**config.mk**
```make
export PLATFORM = sky130hd
export DESIGN_NAME = fp32_mul_arbiter
export DESIGN_NICKNAME = d
export VERILOG_FILES = /design/src/rtl/fp32_pkg.sv /design/src/rtl/fp32_mul_core.sv /design/src/rtl/rr_arbiter.sv /design/src/rtl/fp32_mul_arbiter.sv
export SDC_FILE = /design/constraint.sdc
export NUM_CORES = 2
export LEC_CHECK = 0
export ABC_AREA = 1
export ABC_CLOCK_PERIOD_IN_PS = 10200
export CORE_MARGIN = 1
export CORE_UTILIZATION = 30
export CTS_CLUSTER_DIAMETER = 50
export DETAILED_ROUTE_END_ITERATION = 8
export GPL_TIMING_DRIVEN = 0
export SLEW_MARGIN = 10
export SYNTH_ARGS = -nofsm -noshare
export SYNTH_HDL_FRONTEND = slang
export SYNTH_SLANG_ARGS = --single-unit
```
**constraint.sdc**
```tcl
create_clock -name clk -period 10.2 [get_ports clk]
set_input_delay 1.02 -clock clk [delete_from_list [all_inputs] [get_ports clk]]
set_output_delay 1.02 -clock clk [all_outputs]
set_load 0.005 [all_outputs]
```
**src/rtl/fp32_pkg.sv**
```systemverilog
// Shared FP32 types for the multiply arbiter slice.
// Operand/product word type and fixed constants.
package fp32_pkg;

  localparam int FP32_W = 32;
  localparam int MAX_REQ = 16;

  typedef logic [FP32_W-1:0] fp32_t;

  localparam fp32_t QNAN = 32'h7FC0_0000;

endpackage

```
**src/rtl/fp32_mul_core.sv**
```systemverilog
// Combinational FP32 multiply, round-to-nearest-even.
// Subnormal inputs/outputs are treated as zero.
module fp32_mul_core
  import fp32_pkg::*;
(
  input  fp32_t a,
  input  fp32_t b,
  output fp32_t p
);

  logic        sgn;
  logic        aZero, bZero, aInf, bInf, aNan, bNan;
  logic [47:0] mant;
  logic [22:0] frac;
  logic        guard, sticky, rnd;
  logic [23:0] fracR;
  int          expo;

  // normalise, round and classify the product
  always_comb begin
    sgn = a[31] ^ b[31];
    aZero = (a[30:23] == 8'h00);
    bZero = (b[30:23] == 8'h00);
    aInf = (a[30:23] == 8'hFF) && (a[22:0] == '0);
    bInf = (b[30:23] == 8'hFF) && (b[22:0] == '0);
    aNan = (a[30:23] == 8'hFF) && (a[22:0] != '0);
    bNan = (b[30:23] == 8'hFF) && (b[22:0] != '0);
    mant = {24'b0, 1'b1, a[22:0]} * {24'b0, 1'b1, b[22:0]};
    expo = int'(a[30:23]) + int'(b[30:23]) - 127;
    if (mant[47]) begin
      frac = mant[46:24];
      guard = mant[23];
      sticky = |mant[22:0];
      expo = expo + 1;
    end else begin
      frac = mant[45:23];
      guard = mant[22];
      sticky = |mant[21:0];
    end
    rnd = guard & (sticky | frac[0]);
    fracR = {1'b0, frac} + {23'b0, rnd};
    if (fracR[23]) expo = expo + 1;
    if (aNan || bNan || (aInf && bZero) || (aZero && bInf))
      p = QNAN;
    else if (aInf || bInf)
      p = {sgn, 8'hFF, 23'b0};
    else if (aZero || bZero)
      p = {sgn, 31'b0};
    else if (expo >= 255)
      p = {sgn, 8'hFF, 23'b0};
    else if (expo <= 0)
      p = {sgn, 31'b0};
    else
      p = {sgn, 8'(expo), fracR[22:0]};
  end

endmodule

```
**src/rtl/rr_arbiter.sv**
```systemverilog
// Round-robin arbiter: one-hot grant plus encoded index.
// Search starts at ptr and wraps from N-1 back to 0.
module rr_arbiter #(
  parameter int N = 4
) (
  input  logic [N-1:0]         req,
  input  logic [$clog2(N)-1:0] ptr,
  output logic [N-1:0]         grant,
  output logic [$clog2(N)-1:0] idx
);

  localparam int PW = $clog2(N);

  logic found;

  // first asserted request at or above ptr, with wrap
  always_comb begin
    grant = '0;
    idx = '0;
    found = 1'b0;
    for (int k = 0; k < N; k++) begin
      if (!found && req[(int'(ptr) + k) % N]) begin
        found = 1'b1;
        grant[(int'(ptr) + k) % N] = 1'b1;
        idx = PW'((int'(ptr) + k) % N);
      end
    end
  end

endmodule

```
**src/rtl/fp32_mul_arbiter.sv**
```systemverilog
// Round-robin shared FP32 multiplier with a tagged
// fixed-latency pipeline and one-hot result valid.
module fp32_mul_arbiter
  import fp32_pkg::*;
#(
  parameter int N_REQ   = 4,
  parameter int LATENCY = 2
) (
  input  logic                         clk,
  input  logic                         rst,
  input  logic [N_REQ-1:0]             req_valid,
  output logic [N_REQ-1:0]             req_ready,
  input  logic [N_REQ*32-1:0]          req_a,
  input  logic [N_REQ*32-1:0]          req_b,
  input  logic                         flush,
  output logic [N_REQ-1:0]             rsp_valid,
  output fp32_t                        rsp_data,
  output logic                         busy,
  output logic [$clog2(LATENCY+1)-1:0] inflight
);

  localparam int PW = $clog2(N_REQ);

  typedef struct packed {
    logic             valid;
    logic [N_REQ-1:0] tag;
    fp32_t            product;
  } mul_stage_t;

  mul_stage_t       stg [1:LATENCY];
  logic [PW-1:0]    ptr;
  logic [PW-1:0]    grantIdx;
  logic [PW-1:0]    nextPtr;
  logic [N_REQ-1:0] reqMasked;
  logic [N_REQ-1:0] grant;
  logic             xfer;
  logic             lastValid;
  fp32_t            opA, opB, prod;

  assign reqMasked = flush ? '0 : req_valid;

  rr_arbiter #(.N(N_REQ)) uArb (
    .req  (reqMasked),
    .ptr  (ptr),
    .grant(grant),
    .idx  (grantIdx)
  );

  assign req_ready = grant;
  assign xfer = |grant;
  assign opA = req_a[32*int'(grantIdx) +: 32];
  assign opB = req_b[32*int'(grantIdx) +: 32];
  assign nextPtr = (int'(grantIdx) == N_REQ-1) ? '0 : grantIdx + 1'b1;
  assign lastValid = stg[LATENCY].valid;

  fp32_mul_core uCore (
    .a(opA),
    .b(opB),
    .p(prod)
  );

  // pointer, pipeline stages and occupancy count
  always_ff @(posedge clk or posedge rst) begin
    if (rst) begin
      ptr <= '0;
      inflight <= '0;
      for (int i = 1; i <= LATENCY; i++) stg[i] <= '0;
    end else begin
      if (xfer) ptr <= nextPtr;
      stg[1].valid <= xfer;
      stg[1].tag <= grant;
      if (xfer) stg[1].product <= prod;
      for (int i = 2; i <= LATENCY; i++) begin
        stg[i].valid <= stg[i-1].valid;
        stg[i].tag <= stg[i-1].tag;
        // keep last live product so rsp_data holds when idle
        if (stg[i-1].valid && !flush)
          stg[i].product <= stg[i-1].product;
      end
      if (flush) begin
        inflight <= '0;
        for (int i = 1; i <= LATENCY; i++) stg[i].valid <= 1'b0;
      end else if (xfer && !lastValid) begin
        inflight <= inflight + 1'b1;
      end else if (!xfer && lastValid) begin
        inflight <= inflight - 1'b1;
      end
    end
  end

  assign rsp_valid = lastValid ? stg[LATENCY].tag : '0;
  assign rsp_data = stg[LATENCY].product;
  assign busy = (inflight != '0);

endmodule

```
==> metrics.md <==
| Metric | Value |
|---|---|
| TritonCTS clock tree | built |
| Final nets | ~5600 |
| Fmax achieved | 94.8 MHz |
| First-pass GRT wire length | approximately 170 mm |
| Worst-Skew Late Latency | 0.34 ns |
| RSZ-0062 raised after global routing | true |
| Failing checks | negative setup slack |
| Tmin final | about 11 ns |
| Most frequent CP cell | nand2_2 |
| Flop2flop setup slack | -0.20 ns |
| Slew Limit Fails | 0 |
| Worst flop-to-flop path startpoint | ptr[0] |
| Setup violators final | 31 |
| Antenna violations before repair | 4 |
| Crit path capture | stg[62] |
| Overflow after GRT | 0 |
| WS Path Type | in2reg |
| Vias in the first global route | 29004 |
| Ys Warns | 0 |
| Crit path max-delay cell type | fa_2 |
| Status | complete, but fails checks |
| Critical Path Source Type | input pin |
| Buffers on Ports | 305 |
| Share of the yosys chip area belonging to registers | 0.0692 |
| Worst setup EP type | flop |
| Ys async rst share | 1.00 |
| Worst-path clk slew | around 0.060 ns |
| Adder-Cell Fraction of Synth Area | 0.428 |
| Fin crit share | 1.03 |
| Horiz. Die Dim | 309 microns |
| Synth Register Bits | 78 |
| Wire length per cell | 19.6 microns |
| Worst Path Max Fanout | 8 |
| Total length of routed wires | 115 mm |
| Hpwl dp | 89.5 mm |
| Layout cell share with drive strength beyond 1 | 0.181 |
| Skew final | 0.00777 ns |
| Hold Path Class | reg2reg |
| Max clock buf depth | 2 |
| Post-synthesis xor/xnor area fraction | 0.0149 |
| Top cell type's share of synthesized area | 0.343 |
| R2R cell count | 55 |
| Vias/cell | 4.87 |
| Largest net degree at the start of global routing | 63 |
| Beginning of the critical path | flush |
| Net Count, Synth | 5019 |
| Rows | 112 |
| Worst path max stage delay | 0.63 ns |
| Register area | 0.00195 sq mm |
| Most frequent cells after synthesis | nand2_1, inv_1, fa_1 |
| Number of flops mapped to enable cells by yosys | 0 |
| Fill count | 9496 |
| Worst Max-Slew Pin Slew | 1.22 ns |
| Synth Area in Simple Gates | 0.284 |
| Die extent in y | slightly above 300 microns |
| Number of antenna-violating nets in the routed design | 0 |
| Drt drc | 0 |
| Post-synthesis mux area share | 0.000710 |
| Dominant cell by count in the synthesized netlist | nand2_1 |
| Main area contributors after synthesis | fa_1, nand2_1, inv_1 |
| All-layer global routing usage | 0.241 |
| CP Data Arrival Time | 10.82 ns |
| Core area | a little over 0.09 sq mm |
| Clock sinks | about 80 |
| Root Buffer | clkbuf_16 |
| Mapped cell area | about 0.028 sq mm |
| Min-delay src | stg[72] |
| RR Endpoint | stg[62] |
| Biggest area consumer among synthesized cells | fa_1 |
| H-tree depth | 3 |
| Post-CTS Hold Buffers | 0 |
| Final Hold Viols | 0 |
| Top FF cell, synth | dfrtp_1 |
| Setup TNS | -9.86 ns |
| TritonRoute pass-1 iters | 5 |
| Initial Util | 0.303 |
| Post-layout util | 0.407 |
| Routed vias | 28604 |
| Combinational family with the most area after synthesis | adder cells |
| Ports | 306 |
| Total CTS buffers | 9 |
| 1st-iter DRT viols | 2426 |
| Syn Area/Cell | slightly below 7 sq um |
| Worst EP required | 10.47 ns |
| Die area | 0.0952 sq mm |
| Gpl congestion | 1.02 |
| Unique cell type count in the Yosys netlist | 52 |
| Worst Hold Slack | about 0.35 ns |
| Max-cap violations | 0 |
| Setup ws final | -0.346 ns |
| Relative slew slack | 0.178 |
| Compound-Gate Fraction of Synth Area | 0.0467 |
| Multi-input gate area | 0.0234 sq mm |
| Synth-to-Final Area Change | 34.5% |
| Gate Count Post-Synth | 4080 |
-- how the worst min path moves through the flow --
stage / to / slack [ns] / cells past startpoint
final: stg[35] / 0.35 / 0
after global routing: stg[34] / 0.36 / 0
after CTS: stg[34] / 0.35 / 0
after detailed placement: stg[34] / 0.34 / 0
after global placement: stg[35] / 0.33 / 0
after floorplan: stg[32] / 0.33 / 0
-- through the flow --
stage	setup WS, ns	area (sq um)	instances
2_1_floorplan	0.00200	28200	4080
3_3_place_gp	-3.21	32800	5639
3_5_place_dp	-3.21	32900	5640
4_1_cts	-0.181	36900	5815
5_1_grt	-0.655	37900	5873
6_report	-0.346	37900	5873
-- critical path, delay by kind of cell --
| family | cells | cell delay [ns] |
|---|---|---|
| adder cells (fa/ha/maj) | 8 | 3.92 |
| AND/OR/NAND/NOR | 27 | 3.03 |
| buffers and inverters | 17 | 1.80 |
| AO/OA/AOI/OAI | 4 | 0.86 |
| multiplexers | 1 | 0.10 |
-- layout make-up --
class / count / area share
antenna: 2 / 0.000132
buffer: 159 / 0.0531
clock buffer: 10 / 0.00630
clock inverter: 6 / 0.00307
inverter: 911 / 0.0948
multi-input combinational: 2924 / 0.617
sequential: 78 / 0.0515
tap: 1254 / 0.0413
timing repair buffer: 529 / 0.133
-- layout by cell type, fill, tap and decap left out, types with 31 or more instances in the layout --
| cell type | Yosys | routed |
|---|---|---|
| inv_1 | 891 | 831 |
| nand2_1 | 1309 | 1176 |
| o21ai_2 | 25 | 31 |
| nand4_1 | 35 | 35 |
| ha_1 | 193 | 165 |
| nand2_4 | 2 | 40 |
| fa_1 | 483 | 465 |
| a21oi_1 | 49 | 39 |
| buf_6 | 24 | 37 |
| dfrtp_1 | 78 | 76 |
| inv_2 | 10 | 43 |
| nand3_1 | 176 | 149 |
| nor2_1 | 387 | 343 |
| nand2_2 | 19 | 105 |
| buf_4 | 38 | 229 |
| xor2_1 | 33 | 32 |
| o21ai_0 | 62 | 53 |
| clkdlybuf4s50_1 | 0 | 300 |
-- layer usage --
layer | vias to the layer above | track usage | routed length (microns)
li1 | 13018 | - | -
met1 | 13799 | 0.282 | 43400
met2 | 1406 | 0.385 | 51200
met3 | 379 | 0.0607 | 10800
met4 | 2 | 0.174 | 9570
met5 | - | 0 | 20
-- repair_timing --
action,in CTS,in global routing
cloned,9,0
pin swaps,124,124
setup buffers,156,58
resized for setup,667,191
endpoints found under the setup margin,31,31
-- cell families (layout without fill, tap and decap cells) --
family                   after synthesis  after routing
XOR/XNOR                              48             48
adder cells (fa/ha/maj)              676            676
multiplexers                           2              2
buffers and inverters               1078           1615
other                                  0              2
flip-flops                            78             78
AND/OR/NAND/NOR                     1988           1988
AO/OA/AOI/OAI                        210            210
-- registers in the layout, summed over array words and instances (netlist names) --
register,flops
stg,41
rsp_data,32
inflight,2
ptr,2
lastValid,1
Power is not shown: default switching activity piles up to over one toggle a cycle in this logic, so the estimate is an artifact.
